## src/rtl/dmem_if.sv

```systemverilog
// dmem_if: data-memory request/response bundle between the M/W stage and memory
interface dmem_if;
  logic        req;
  logic        we;
  logic [11:0] addr;
  logic [31:0] d;
  logic        ready;
  logic [31:0] q;
  modport master (output req, we, addr, d, input ready, q);
  modport slave  (input req, we, addr, d, output ready, q);
endinterface

```

## src/rtl/mem_wb_stage.sv

```systemverilog
// mem_wb_stage: issues lw/sw memory requests, stalls M while memory is busy, and registers M into W
module mem_wb_stage #(
  parameter int TIMEOUT_CYCLES = 255
) (
  input  logic        clock,
  input  logic        reset,
  input  logic [31:0] instruction_M,
  input  logic        valid_M,
  input  logic [31:0] aluResult_M,
  input  logic [31:0] dataB_M,
  input  logic [31:0] pcPlus1_M,
  dmem_if.master      dmem,
  output logic        stall_M,
  output logic [31:0] instruction_W,
  output logic [31:0] aluResult_W,
  output logic [31:0] memData_W,
  output logic [31:0] pcPlus1_W,
  output logic        valid_W,
  output logic        mem_error
);
  typedef enum logic {IDLE, WAIT} state_t;
  state_t      state_q, state_d;
  logic [7:0]  cnt_q, cnt_d;
  logic [31:0] instr_q, instr_d, alu_q, alu_d, mem_q, mem_d, pc_q, pc_d;
  logic        valid_q, valid_d, err_q, err_d;
  logic        is_lw, is_sw, timeout;
  always_comb begin
    is_lw     = valid_M && instruction_M[31:27] == 5'd8;
    is_sw     = valid_M && instruction_M[31:27] == 5'd7;
    timeout   = state_q == WAIT && cnt_q == 8'(TIMEOUT_CYCLES - 1) && !dmem.ready;
    dmem.req  = !reset && (state_q == WAIT || is_lw || is_sw);
    dmem.we   = is_sw;
    dmem.addr = aluResult_M[11:0];
    dmem.d    = dataB_M;
    // ready wins over a coinciding timeout
    stall_M   = dmem.req && !dmem.ready && !timeout;
    state_d   = stall_M ? WAIT : IDLE;
    cnt_d     = (state_q == WAIT && stall_M) ? cnt_q + 8'd1 : 8'd0;
    instr_d   = (stall_M || !valid_M) ? 32'h0 : instruction_M;
    alu_d     = stall_M ? 32'h0 : aluResult_M;
    pc_d      = stall_M ? 32'h0 : pcPlus1_M;
    valid_d   = !stall_M && valid_M;
    mem_d     = (!stall_M && is_lw) ? (timeout ? 32'h0 : dmem.q) : mem_q;
    err_d     = err_q || timeout;
  end
  always_ff @(posedge clock or posedge reset) begin
    if (reset) begin
      state_q <= IDLE;
      cnt_q   <= '0;
      instr_q <= '0;
      alu_q   <= '0;
      mem_q   <= '0;
      pc_q    <= '0;
      valid_q <= 1'b0;
      err_q   <= 1'b0;
    end else begin
      state_q <= state_d;
      cnt_q   <= cnt_d;
      instr_q <= instr_d;
      alu_q   <= alu_d;
      mem_q   <= mem_d;
      pc_q    <= pc_d;
      valid_q <= valid_d;
      err_q   <= err_d;
    end
  end
  assign instruction_W = instr_q;
  assign aluResult_W   = alu_q;
  assign memData_W     = mem_q;
  assign pcPlus1_W     = pc_q;
  assign valid_W       = valid_q;
  assign mem_error     = err_q;
endmodule

```

## src/flat_wrapper.sv

```systemverilog
// flat-port wrapper written by rule: the top's interface ports become plain ports
module mem_wb_stage_flat 
#(
  parameter int TIMEOUT_CYCLES = 255
)
  (clock, reset, instruction_M, valid_M, aluResult_M, dataB_M, pcPlus1_M, stall_M, instruction_W, aluResult_W, memData_W, pcPlus1_W, valid_W, mem_error, dmem_req, dmem_we, dmem_addr, dmem_d, dmem_ready, dmem_q);
  dmem_if dmem_i ();
  input  logic clock;
  input  logic reset;
  input  logic [31:0] instruction_M;
  input  logic valid_M;
  input  logic [31:0] aluResult_M;
  input  logic [31:0] dataB_M;
  input  logic [31:0] pcPlus1_M;
  output logic stall_M;
  output logic [31:0] instruction_W;
  output logic [31:0] aluResult_W;
  output logic [31:0] memData_W;
  output logic [31:0] pcPlus1_W;
  output logic valid_W;
  output logic mem_error;
  output wire logic [$bits(dmem_i.req)-1:0] dmem_req;
  output wire logic [$bits(dmem_i.we)-1:0] dmem_we;
  output wire logic [$bits(dmem_i.addr)-1:0] dmem_addr;
  output wire logic [$bits(dmem_i.d)-1:0] dmem_d;
  input wire logic [$bits(dmem_i.ready)-1:0] dmem_ready;
  input wire logic [$bits(dmem_i.q)-1:0] dmem_q;
  assign dmem_req = dmem_i.req;
  assign dmem_we = dmem_i.we;
  assign dmem_addr = dmem_i.addr;
  assign dmem_d = dmem_i.d;
  assign dmem_i.ready = dmem_ready;
  assign dmem_i.q = dmem_q;
  mem_wb_stage #(.TIMEOUT_CYCLES(TIMEOUT_CYCLES)) u_core (.clock(clock), .reset(reset), .instruction_M(instruction_M), .valid_M(valid_M), .aluResult_M(aluResult_M), .dataB_M(dataB_M), .pcPlus1_M(pcPlus1_M), .dmem(dmem_i), .stall_M(stall_M), .instruction_W(instruction_W), .aluResult_W(aluResult_W), .memData_W(memData_W), .pcPlus1_W(pcPlus1_W), .valid_W(valid_W), .mem_error(mem_error));
endmodule
```

## config.mk

```make
export PLATFORM = sky130hd
export DESIGN_NAME = mem_wb_stage_flat
export DESIGN_NICKNAME = d
export VERILOG_FILES = /design/src/rtl/dmem_if.sv /design/src/rtl/mem_wb_stage.sv /design/src/flat_wrapper.sv
export SDC_FILE = /design/constraint.sdc
export NUM_CORES = 1
export LEC_CHECK = 0
export CAP_MARGIN = 5
export CORE_AREA = 2 2 134 136
export DETAILED_ROUTE_END_ITERATION = 8
export DIE_AREA = 0 0 136 138
export PLACE_DENSITY = 0.69
export RECOVER_POWER = 50
export SETUP_SLACK_MARGIN = 0.3
export SKIP_LAST_GASP = 1
export SYNTH_ARGS = -nofsm -noshare
export SYNTH_HDL_FRONTEND = slang
export SYNTH_SLANG_ARGS = --single-unit
```

## constraint.sdc

```tcl
create_clock -name clock -period 5.05 [get_ports clock]
set_input_delay 0.7575 -clock clock [delete_from_list [all_inputs] [get_ports clock]]
set_output_delay 0.7575 -clock clock [all_outputs]
set_load 0.01 [all_outputs]
```

* Yosys cells after proc, flatten, opt, wreduce, memory -nomap -nowiden *
Index checks and enable logic that the tools add are counted.

storage, ports and cells
  register bits after elaboration = 139

cells by class
  $add $sub $neg = 1
  eq/ne operators = 3
  muxes and demuxes = 6
  reductions and logical operators = 19

operator list
  kind                                                              number
  32-bit 2-to-1 mux                                                 4
  1-bit logical AND                                                 10
  8-bit by 1-bit adder with 8-bit output (second input constant)    1
  8-bit == test (second input constant)                             1
  8-bit 2-to-1 mux                                                  1
  5-bit by 3-bit == test with 1-bit output (second input constant)  1
  5-bit by 4-bit == test with 1-bit output (second input constant)  1
  1-bit zero test                                                   5
  1-bit logical OR                                                  4
  1-bit 2-to-1 mux                                                  1

* Logic depth before layout (Yosys ltp) *
Gate-level depths: netlist (run 1).

  depth after elaboration = 9
  gate-level depth with buffers = 8
  mapped depth without buffers = 6

* Worst setup path before layout (run 1) *
OpenSTA, ideal clock, no wires.

  kind = in2reg
  from = input reset
  to = register u_core.mem_q[0], in the netlist u_core.memData_W[0]
  data arrival time = 4.533 ns
  required time = 4.929 ns
  slack = 0.396 ns
  stages = 5
  path buffers = 1
  path through = inv_1 > nor3_1 > a22o_2 > buf_4 > a22o_1

between the ends
  cells in the longest elaborated chain, start to end = 6

RTL lines
  element                         line                source
  from (decl)                     flat_wrapper.sv:9   input logic reset;
  1-bit zero test                 mem_wb_stage.sv:31  dmem.req = !reset && (state_q == WAIT || is_lw || is_sw);
  1-bit logical AND               mem_wb_stage.sv:31
  1-bit logical AND (2 in a row)  mem_wb_stage.sv:36  stall_M = dmem.req && !dmem.ready && !timeout;
  1-bit zero test                 mem_wb_stage.sv:43  mem_d = (!stall_M && is_lw) ? (timeout ? 32'h0 : dmem.q) : mem_q;
  1-bit logical AND               mem_wb_stage.sv:43
  to (signal assigned)            mem_wb_stage.sv:61  mem_q <= mem_d;
  to (decl)                       mem_wb_stage.sv:24  logic [31:0] instr_q, instr_d, alu_q, alu_d, mem_q, mem_d, pc_q, pc_d;

Every way passes these cells.
A chain may end at the register's enable or synchronous reset.

* Final worst setup path (run 1) *
  from = input instruction_M[28]
  to = output dmem_req

between the ends
  cells in the longest elaborated chain, start to end = 5

RTL lines
  element                                   line                source
  from (decl)                               flat_wrapper.sv:10  input logic [31:0] instruction_M;
  5-bit by 4-bit == test with 1-bit output  mem_wb_stage.sv:28  is_lw = valid_M && instruction_M[31:27] == 5'd8;
  1-bit logical AND                         mem_wb_stage.sv:28
  1-bit logical OR                          mem_wb_stage.sv:31
  1-bit logical OR *                        mem_wb_stage.sv:31
  1-bit logical AND *                       mem_wb_stage.sv:31
  to (decl)                                 flat_wrapper.sv:22  output wire logic [$bits(dmem_i.req)-1:0] dmem_req;

Every way passes the cells marked *; elsewhere a longest branch is shown, timed or not.

==> flow_summary_export.csv, run 1 <==
group,metric,value,unit
setup_path,r2r_start,"u_core.cnt_q[0]$_DFF_PP0_",
final_layout,diodes,0,
timing,slew_headroom,0.2622,
yosys,synth_area_leaders,"dfrtp_1 (68%), buf_4 (6.9%), and2_1 (5.5%), a22o_1 (5.4%), and3_1 (3.9%)",
yosys,syn_inst,378,
power_and_ir_drop,pwr-share-seq,0.419,
cts,clock_sinks,139,
die,io_pins,341,
global_route,grtUsageTotal,0.1515,
final_layout,final_util,0.4783,
timing,worst_slew_pin_slew,1.104,ns
cts,path_clk_slew,0.05,ns
yosys,synth_common_cells,"dfrtp_1 (139), buf_4 (47), and2_1 (45), a22o_1 (32), and3_1 (32)",
setup_path,critPathMaxStageDelay,0.58,ns
detailed_routing,drt-vias-per-instance,4.354,
die,die_w,136,um
place,io_buffer_count,276,
setup_path,worstSetupStartpointType,"input pin",
setup_path,crit_family,"buffers and inverters",
final_layout,stdcell_area,8387,sq um
place,dp_hpwl,10.26,mm
die,coreArea,17530,sq um
global_route,antenna_found_initial,0,
power_and_ir_drop,p_per_area,356.4,nW/um^2
power_and_ir_drop,switching_share,0.2297,
yosys,synth.top_cell.area_share,0.6754,
timing,fmax,271.6,MHz
worst_hold_path,hold_path.class,"reg2reg",
timing,setup_tns,0,ns
yosys,avgSynthCellArea,13.62,sq um
worst_hold_path,hold_depth,1,
global_route,grt_max_degree,98,
detailed_routing,drcViolationCount,0,
detailed_routing,ant_nets,0,
power_and_ir_drop,power.leakage,3.758,nW
timing,rsz0062_at_grt,"no",
yosys,syn_nets,544,
final_layout,area.growth.synth_to_final,62.85,%
cts,htreeDepth,4,
power_and_ir_drop,p_sw,0.0006865,W
timing,finalClockSkew,0.009224,ns
yosys,synth-seq-cells,139,
setup_path,crit_slowest_cell,"or4b_4",
power_and_ir_drop,irDropWorstVdd,0.0002117,V
detailed_routing,num_vias,3723,
setup_path,worstPathCellList,"clkdlybuf4s50_1, or4b_4, a21oi_1, nor2_1, nor2_1, clkdlybuf4s50_1",
setup_path,reg2reg_depth,6,
detailed_routing,routed_wl,14.19,mm
cts,post_cts_buffers,0,
cts,cts_resized,0,
yosys,synth_cell_types,27,
detailed_routing,wl_per_cell,16.60,um
global_route,grt_first_pass_wirelength,21.91,mm
final_layout,fin_nets,779,
detailed_routing,first_pass_iters,4,
setup_path,critical_path_arrival,2.92,ns
die,die_area,18770,sq um
timing,finalHoldViolCount,0,
cts,clock_path_buffers,2,
setup_path,required,4.29,ns
cts,holdBufCountCts,0,
power_and_ir_drop,internal_power,0.002303,W
yosys,yosysSeqAreaShare,0.6754,
global_route,grt_pass1_vias,3984,
cts,cts_buffers,17,
setup_path,cp_max_fo,3,
yosys,syn_area,5150,sq um
timing,fin_crit_sh,0.7291,
detailed_routing,drtIter0Drc,143,
setup_path,cp.depth,6,
timing,finalSetupViolCount,0,
final_layout,drive_gt1_frac,0.09265,
die,rows,49,
setup_path,critPathKind,"in2out",
cts,insertion_delay,0.41,ns
yosys,synth_edf_count,0,
setup_path,critPathBufInv,2,
run_status,run_status,"completed",
global_route,overflow,0,
timing,slew_viol_final,0,
cts,root_buffer,"clkbuf_16",
run,maxCapViolCount,0,
yosys,synth_top_flop_cell,"dfrtp_1",
cts,cts_tree,"built",
power_and_ir_drop,pwr-share-comb,0.156,
yosys,async_flop_share,1.000,
setup_path,end_kind,"output pin",
setup_path,cp-startpoint,"instruction_M[28]",
die,start_util,0.2937,
yosys,yosysTopAreaCell,"dfrtp_1",
power_and_ir_drop,clkPwrFrac,0.425,
power_and_ir_drop,finalPower,0.002989,W
place,placed_area,7787,sq um
place,place_congestion,0.8089,
yosys,yosysMostFrequentCell,"dfrtp_1",
worst_hold_path,hp-start,"u_core.memData_W[25]$_DFFE_PP0P_",
die,fp.dieH,138,um
timing,hold_slack,0.4966,ns
timing,fin_crit,3.682,ns
yosys,ys_warn_count,0,
==> cell usage in the layout, fill, tap and decap left out, types with 3 or more instances in the layout <==
cell / count
nand3_1: 4
inv_6: 3
inv_1: 3
xnor2_1: 4
dfrtp_1: 139
clkdlybuf4s50_1: 159
bufinv_16: 3
and2_1: 45
and2_4: 20
buf_4: 3
dlygate4sd3_1: 117
nand2_1: 3
nor2_1: 15
clkbuf_16: 17
a22o_1: 32
clkinv_4: 5
and3_1: 32
==> flip-flops by register name, summed over array words and instances, names as in the netlist <==
name / count
u_core.aluResult_W: 32
u_core.instruction_W: 32
u_core.memData_W: 32
u_core.pcPlus1_W: 32
u_core.cnt_q: 8
u_core.mem_error: 1
u_core.state_q: 1
u_core.valid_W: 1
==> through the flow <==
step           worst slack, ns  instances
3_5_place_dp             1.542        823
5_1_grt                  1.273        855
2_1_floorplan           0.3956        378
6_report                 1.368        855
4_1_cts                  1.527        855
3_3_place_gp             1.521        823
==> layout make-up <==
class | instances | area (sq um)
clock buffer | 20 | 446.7
fill | 1585 | 9148
timing repair buffer | 279 | 2785
tap | 229 | 286.5
sequential | 139 | 3478
multi-input combinational | 172 | 1206
clock inverter | 12 | 163.9
inverter | 4 | 20.02
==> per-layer routing <==
layer  global-route usage  part of all wire  vias to the layer above
li1                     -                 -                     1679
met3              0.05317             0.093                       51
met1               0.1681              0.37                     1803
met4              0.07456             0.038                        0
met5                    0                 0                        -
met2               0.2563              0.50                      190
==> power by group through the flow <==
stage	combinational, W	clock [W]	sequential [W]
after global routing	0.000499	0.00137	0.00126
after CTS	0.000504	0.00131	0.00126
after global placement	0.000492	0	0.00127
after detailed placement	0.000501	0	0.00127
after floorplan	0.000143	0	0.00132
final	0.000468	0.00127	0.00125
==> logic make-up after synthesis <==
group / Yosys count / share of synthesized area
flip-flops: 139 / 0.6754
AND/OR/NAND/NOR: 127 / 0.1557
buffers and inverters: 67 / 0.08819
AO/OA/AOI/OAI: 37 / 0.06560
XOR/XNOR: 6 / 0.01020
adder cells (fa/ha/maj): 2 / 0.004858
==> path summary, 6_finish.rpt <==
path                                                       to  slack [ns]
max reg2reg                  u_core.memData_W[28]$_DFFE_PP0P_        2.74
min reg2reg                  u_core.memData_W[25]$_DFFE_PP0P_        0.50
min                          u_core.memData_W[25]$_DFFE_PP0P_        0.50
min in group asynchronous    u_core.memData_W[23]$_DFFE_PP0P_        0.97
max in group asynchronous  u_core.instruction_W[31]$_DFF_PP0_        2.78
max                                                  dmem_req        1.37
Note: power is estimated with default switching activity, not from simulation.
==> run 2, diff against run 1 <==
clock period = 3.5 ns   (was 5.05 ns; I/O delays follow)
==> run 2 against run 1 <==
The flow now finishes with violations (capacitance limit, slew limit); clock skew rose by 0.0013 ns; count of clock-buffer cells in the layout rose by 1; die area did not move; flip-flop and latch count did not move; sequential share of layout area rose by 0.16 points; critical path type unchanged.
==> flow_summary_export.csv, run 2 (same netlist as run 1, synthesis figures left out) <==
group,metric,value,unit
setup_path,critPathMaxStageDelay,0.57,ns
setup_path,r2r_setup_slack,1.27,ns
detailed_routing,num_vias,3720,
setup_path,worstSetupStartpointType,"input pin",
setup_path,critPathKind,"in2out",
final_layout,area.growth.synth_to_final,62.22,%
timing,setup_tns,0,ns
worst_hold_path,hp-start,"u_core.mem_error$_DFF_PP0_",
global_route,antenna_found_initial,1,
detailed_routing,routed_wl,14.62,mm
detailed_routing,ant_nets,0,
worst_hold_path,hold_path.class,"reg2reg",
run,maxCapViolCount,1,
timing,fin_crit_sh,0.9092,
timing,worst_slew_pin_slew,1.888,ns
detailed_routing,wl_per_cell,17.08,um
die,start_util,0.2937,
timing,slew_viol_final,140,
cts,clock_sinks,139,
power_and_ir_drop,irDropWorstVdd,0.0003117,V
die,io_pins,341,
cts,post_cts_buffers,0,
timing,layout_setup_ws,0.3177,ns
setup_path,critPathBufInv,2,
detailed_routing,drcViolationCount,0,
timing,slew_headroom,-0.2586,
cts,path_clk_slew,0.06,ns
final_layout,final_cells,856,
detailed_routing,wl_met1,5.217,mm
detailed_routing,drtIter0Drc,138,
die,die_w,136,um
timing,fmax,314.2,MHz
die,rows,49,
cts,htreeDepth,4,
setup_path,reg2reg_depth,7,
detailed_routing,drt-vias-per-instance,4.346,
final_layout,diodes,0,
setup_path,reg2reg_to,"u_core.instruction_W[18]$_DFF_PP0_",
global_route,overflow,0,
timing,fin_crit,3.182,ns
global_route,grtUsageTotal,0.1561,
final_layout,layout_common_cells,"clkdlybuf4s50_1 (229), dfrtp_1 (139), dlygate4sd3_1 (47), and2_1 (45)",
final_layout,layout_commonest_cell,"clkdlybuf4s50_1",
global_route,grt_max_degree,140,
setup_path,required,2.97,ns
place,pre_cts_ws,0.4813,ns
place,io_buffer_count,276,
run_status,violations,"capacitance limit, slew limit",
detailed_routing,first_pass_iters,4,
power_and_ir_drop,p_per_area,509.3,nW/um^2
place,place_congestion,0.7720,
cts,holdBufCountCts,0,
cts,cts_tree,"built",
setup_path,worstPathCellList,"clkdlybuf4s50_1, or4b_4, a21oi_1, nor2_1, nor2_1, clkdlybuf4s50_1",
worst_hold_path,hold_depth,1,
die,fp.dieH,138,um
cts,cts_buffers,17,
detailed_routing,wl_met3,1.128,mm
global_route,grt_pass1_vias,4091,
final_layout,final_util,0.4765,
setup_path,crit_slowest_cell,"or4b_4",
detailed_routing,routed.top_layer,"met5",
timing,finalHoldViolCount,0,
run_status,run_status,"finished, violations left",
setup_path,cp_max_fo,3,
cts,insertion_delay,0.42,ns
worst_hold_path,min_to,"u_core.mem_error$_DFF_PP0_",
setup_path,crit_family,"buffers and inverters",
detailed_routing,wl_met2,7.709,mm
cts,root_buffer,"clkbuf_16",
final_layout,fin_nets,780,
place,dp_hpwl,10.62,mm
timing,rsz0062_at_grt,"no",
timing,finalClockSkew,0.01055,ns
timing,finalSetupViolCount,0,
place,placed_cells,824,
global_route,grt_first_pass_wirelength,22.31,mm
die,die_area,18770,sq um
cts,cts_resized,0,
setup_path,end_kind,"output pin",
die,coreArea,17530,sq um
final_layout,fillCellCount,1563,
setup_path,critical_path_arrival,2.66,ns
cts,clock_path_buffers,2,
final_layout,drive_gt1_frac,0.09250,
setup_path,r2r_start,"u_core.cnt_q[0]$_DFF_PP0_",
power_and_ir_drop,power.leakage,3.652,nW
[run 2: cell types whose count changed in the layout (fill, tap and decap cells not counted), sizes merged]
cell	before	now
clkdlybuf4s50	159	229
dlygate4sd3	117	47
inv	6	3
clkbuf	20	22
clkinvlp	1	3
bufinv	3	2
clkinv	6	7
[run 2: how the worst max path moves through the flow]
stage | slack (ns) | depth (start not counted) | end | start
2_1_floorplan | 0.1 | 5 | u_core.memData_W[0]$_DFFE_PP0P_ | reset
5_1_grt | 0.24 | 6 | dmem_req | instruction_M[27]
3_3_place_gp | 0.47 | 6 | dmem_req | instruction_M[28]
6_report | 0.32 | 6 | dmem_req | instruction_M[27]
3_5_place_dp | 0.48 | 6 | dmem_req | instruction_M[27]
4_1_cts | 0.47 | 6 | dmem_req | instruction_M[27]
[run 2: cell type report]
cell class / instances / area [sq um] / share of cell area
tap: 229 / 286.5 / 0.03430
sequential: 139 / 3478 / 0.4164
timing repair buffer: 280 / 2793 / 0.3343
inverter: 4 / 18.77 / 0.002247
clock buffer: 21 / 450.4 / 0.05392
multi-input combinational: 172 / 1206 / 0.1444
clock inverter: 11 / 121.4 / 0.01453
[run 2: metal layers]
layer / up-vias / GRT usage
met5: - / 0
li1: 1673 / -
met2: 165 / 0.2766
met3: 51 / 0.04804
met1: 1829 / 0.1618
met4: 2 / 0.08662
[run 2: where the power goes]
group / total [W] / leakage [nW] / switching, W / internal [W]
logic: 0.000707 / 1.65 / 0.000248 / 0.000459
clock network: 0.00174 / 0.277 / 0.000676 / 0.00107
registers: 0.00181 / 1.72 / 0.0000611 / 0.00175
total: 0.00425 / 3.65 / 0.000985 / 0.00327
[run 2: per-stage QoR]
stage               power (W)  hold WS (ns)  area, sq um
detailed placement   0.002567        0.4828         7806
finish               0.004255        0.4965         8354
global route         0.004438        0.4984         8354
global placement     0.002550        0.4619         7806
CTS                  0.004332        0.4997         8378
floorplan            0.002108        0.4739         5154
==> patch (flow settings as in run 1) <==
Make the reset (`reset`) synchronous in one clocked block.
--- a/src/rtl/mem_wb_stage.sv
+++ b/src/rtl/mem_wb_stage.sv
@@ -43,7 +43,7 @@
     mem_d     = (!stall_M && is_lw) ? (timeout ? 32'h0 : dmem.q) : mem_q;
     err_d     = err_q || timeout;
   end
-  always_ff @(posedge clock or posedge reset) begin
+  always_ff @(posedge clock) begin
     if (reset) begin
       state_q <= IDLE;
       cnt_q   <= '0;
Function: differs if reset is asserted again (counterexample within 4 cycles, from zero or initial values and one cycle with reset high); with reset held inactive, the same outputs for 10 cycles.
==> patch against run 1 <==
Sequential cell count unchanged; area after synthesis increased by 13%; cell area increased by 6.2%; total power decreased by 10%; the flow now finishes with violations (max-capacitance violations, max-slew violations); utilization increased by 3.0 points; worst setup slack got worse by 0.33 ns; wire length increased by 32%; cell count increased by 27%; combinational power decreased by 27%.
==> patch: results (changes against run 1) <==
- Result of the run: finished with violations
- Violations in the final reports: max-capacitance violations, max-slew violations
- Routed length on met3: 1.50 mm (+14%)
- Area of the multi-input gates: 2170 um2 (+80%)
- DPL Wire Length: 12.4 mm (+21%)
- Initial detailed-routing violation count: 335 (+130%)
- Critical Path Fanout Max: 33 (+30)
- Sequential share of the synthesized area: 47.8% (-20 points)
- Leak: 3.74 nW (-0.39%)
- Max cap viols: 1 (+1)
- Post-synthesis async set-or-reset flop share: 0% (-100 points)
- Crit path arrival time: 3.25 ns (+0.33 ns)
- List of most frequent post-synthesis cells: dfxtp_1, inv_1, a311oi_1
- Internal power consumption: 0.00198 W (-14%)
- Maximum ir drop on the vdd rail: 212 uV (+0.11%)
- Vias: 5573 (+50%)
- Synth unique cells: 31 (+15%)
- Clock-pin slew on the worst setup and hold paths: 0.07 ns (+0.02 ns)
- Maximum number of pins on one net before global-route repair: 99 (+1.0%)
- Placed inst area: 8350 um2 (+7.2%)
- Pre-CTS worst setup slack: 1.05 ns (-0.495 ns)
- Amount of wire on met2 after detailed routing: 8.82 mm (+24%)
- First drt pass iteration count: 4 (unchanged)
- Met1 wire length: 7.61 mm (+46%)
- Measured slew at the worst slew-check pin: 1.52 ns (+0.416 ns)
- Net count of the mapped netlist: 822 (+51%)
- Placer congestion estimate: 0.819 (+1.3%)
- Wire length of the first global-routing pass: 28.5 mm (+30%)
- Worst path max stage delay: 0.76 ns (+0.18 ns)
- Mean routed wirelength per cell: 17.2 um (+3.5%)
- GRT Overall Usage: 19.2% (+4.1 points)
- Worst Skew: 0.0118 ns (+0.00259 ns)
- Number of inserted filler cells in the final layout: 1660 (+4.7%)
- Fin. max-slew vios: 34 (+34)
- Final Net Count: 1013 (+30%)
==> patch: changes by cell type after synthesis, sizes merged, moves of 33 or more <==
cell           run 1  this run
nor2b              0        33
inv                4        66
and2              65         0
dfxtp              0       139
a31oi              0        33
o21ai              1        35
clkbuf            10        58
dfrtp            139         0
a22o              33         0
a311oi             0        64
==> patch: final timing paths <==
path                                        start               to  slack, ns  cells past startpoint
worst max-delay path            instruction_M[28]          stall_M       1.04                      5
worst min-delay path              u_core.cnt_q[0]  u_core.cnt_q[0]       0.47                      1
worst max register to register    u_core.cnt_q[3]  u_core.cnt_q[2]       2.67                      4
worst min register to register    u_core.cnt_q[0]  u_core.cnt_q[0]       0.47                      1
==> patch: metrics by stage <==
step | instances | total power, W
after floorplan | 656 | 0.00134
after global placement | 1057 | 0.00153
after detailed placement | 1057 | 0.00153
after CTS | 1089 | 0.00273
after global routing | 1089 | 0.00278
final | 1089 | 0.00268
==> patch: layer usage <==
| metal | vias up | track usage, % |
|---|---|---|
| met4 | 0 | 9.98 |
| met3 | 69 | 5.32 |
| li1 | 2686 | - |
| met1 | 2581 | 23.1 |
| met2 | 237 | 31.2 |
| met5 | - | 0 |
==> patch: cells by family after synthesis <==
kind of cell | synth area share [%]
buffers and inverters | 15.3
AO/OA/AOI/OAI | 21.0
AND/OR/NAND/NOR | 15.0
flip-flops | 47.8
XOR/XNOR | 0.452
adder cells (fa/ha/maj) | 0.430
==> patch: area by class of cell <==
class / instances / share of cell area (%)
Inverter: 68 / 2.87
Clock inverter: 14 / 1.40
Sequential cell: 139 / 31.2
Clock buffer: 18 / 4.93
Tap cell: 229 / 3.22
Multi-Input combinational cell: 333 / 24.4
Timing Repair Buffer: 288 / 32.0
==> patch: critical path, delay by kind of cell <==
family / cells / cell delay, ns
buffers and inverters: 2 / 1.04
and+or+nand+nor: 3 / 1.46
==> patch: power by group through the flow <==
stage | clock, W | sequential (W) | combinational [W]
after floorplan | 0 | 0.00120 | 0.000141
after global placement | 0 | 0.00117 | 0.000355
after detailed placement | 0 | 0.00117 | 0.000356
after CTS | 0.00122 | 0.00115 | 0.000358
after global routing | 0.00126 | 0.00115 | 0.000366
final | 0.00119 | 0.00115 | 0.000340
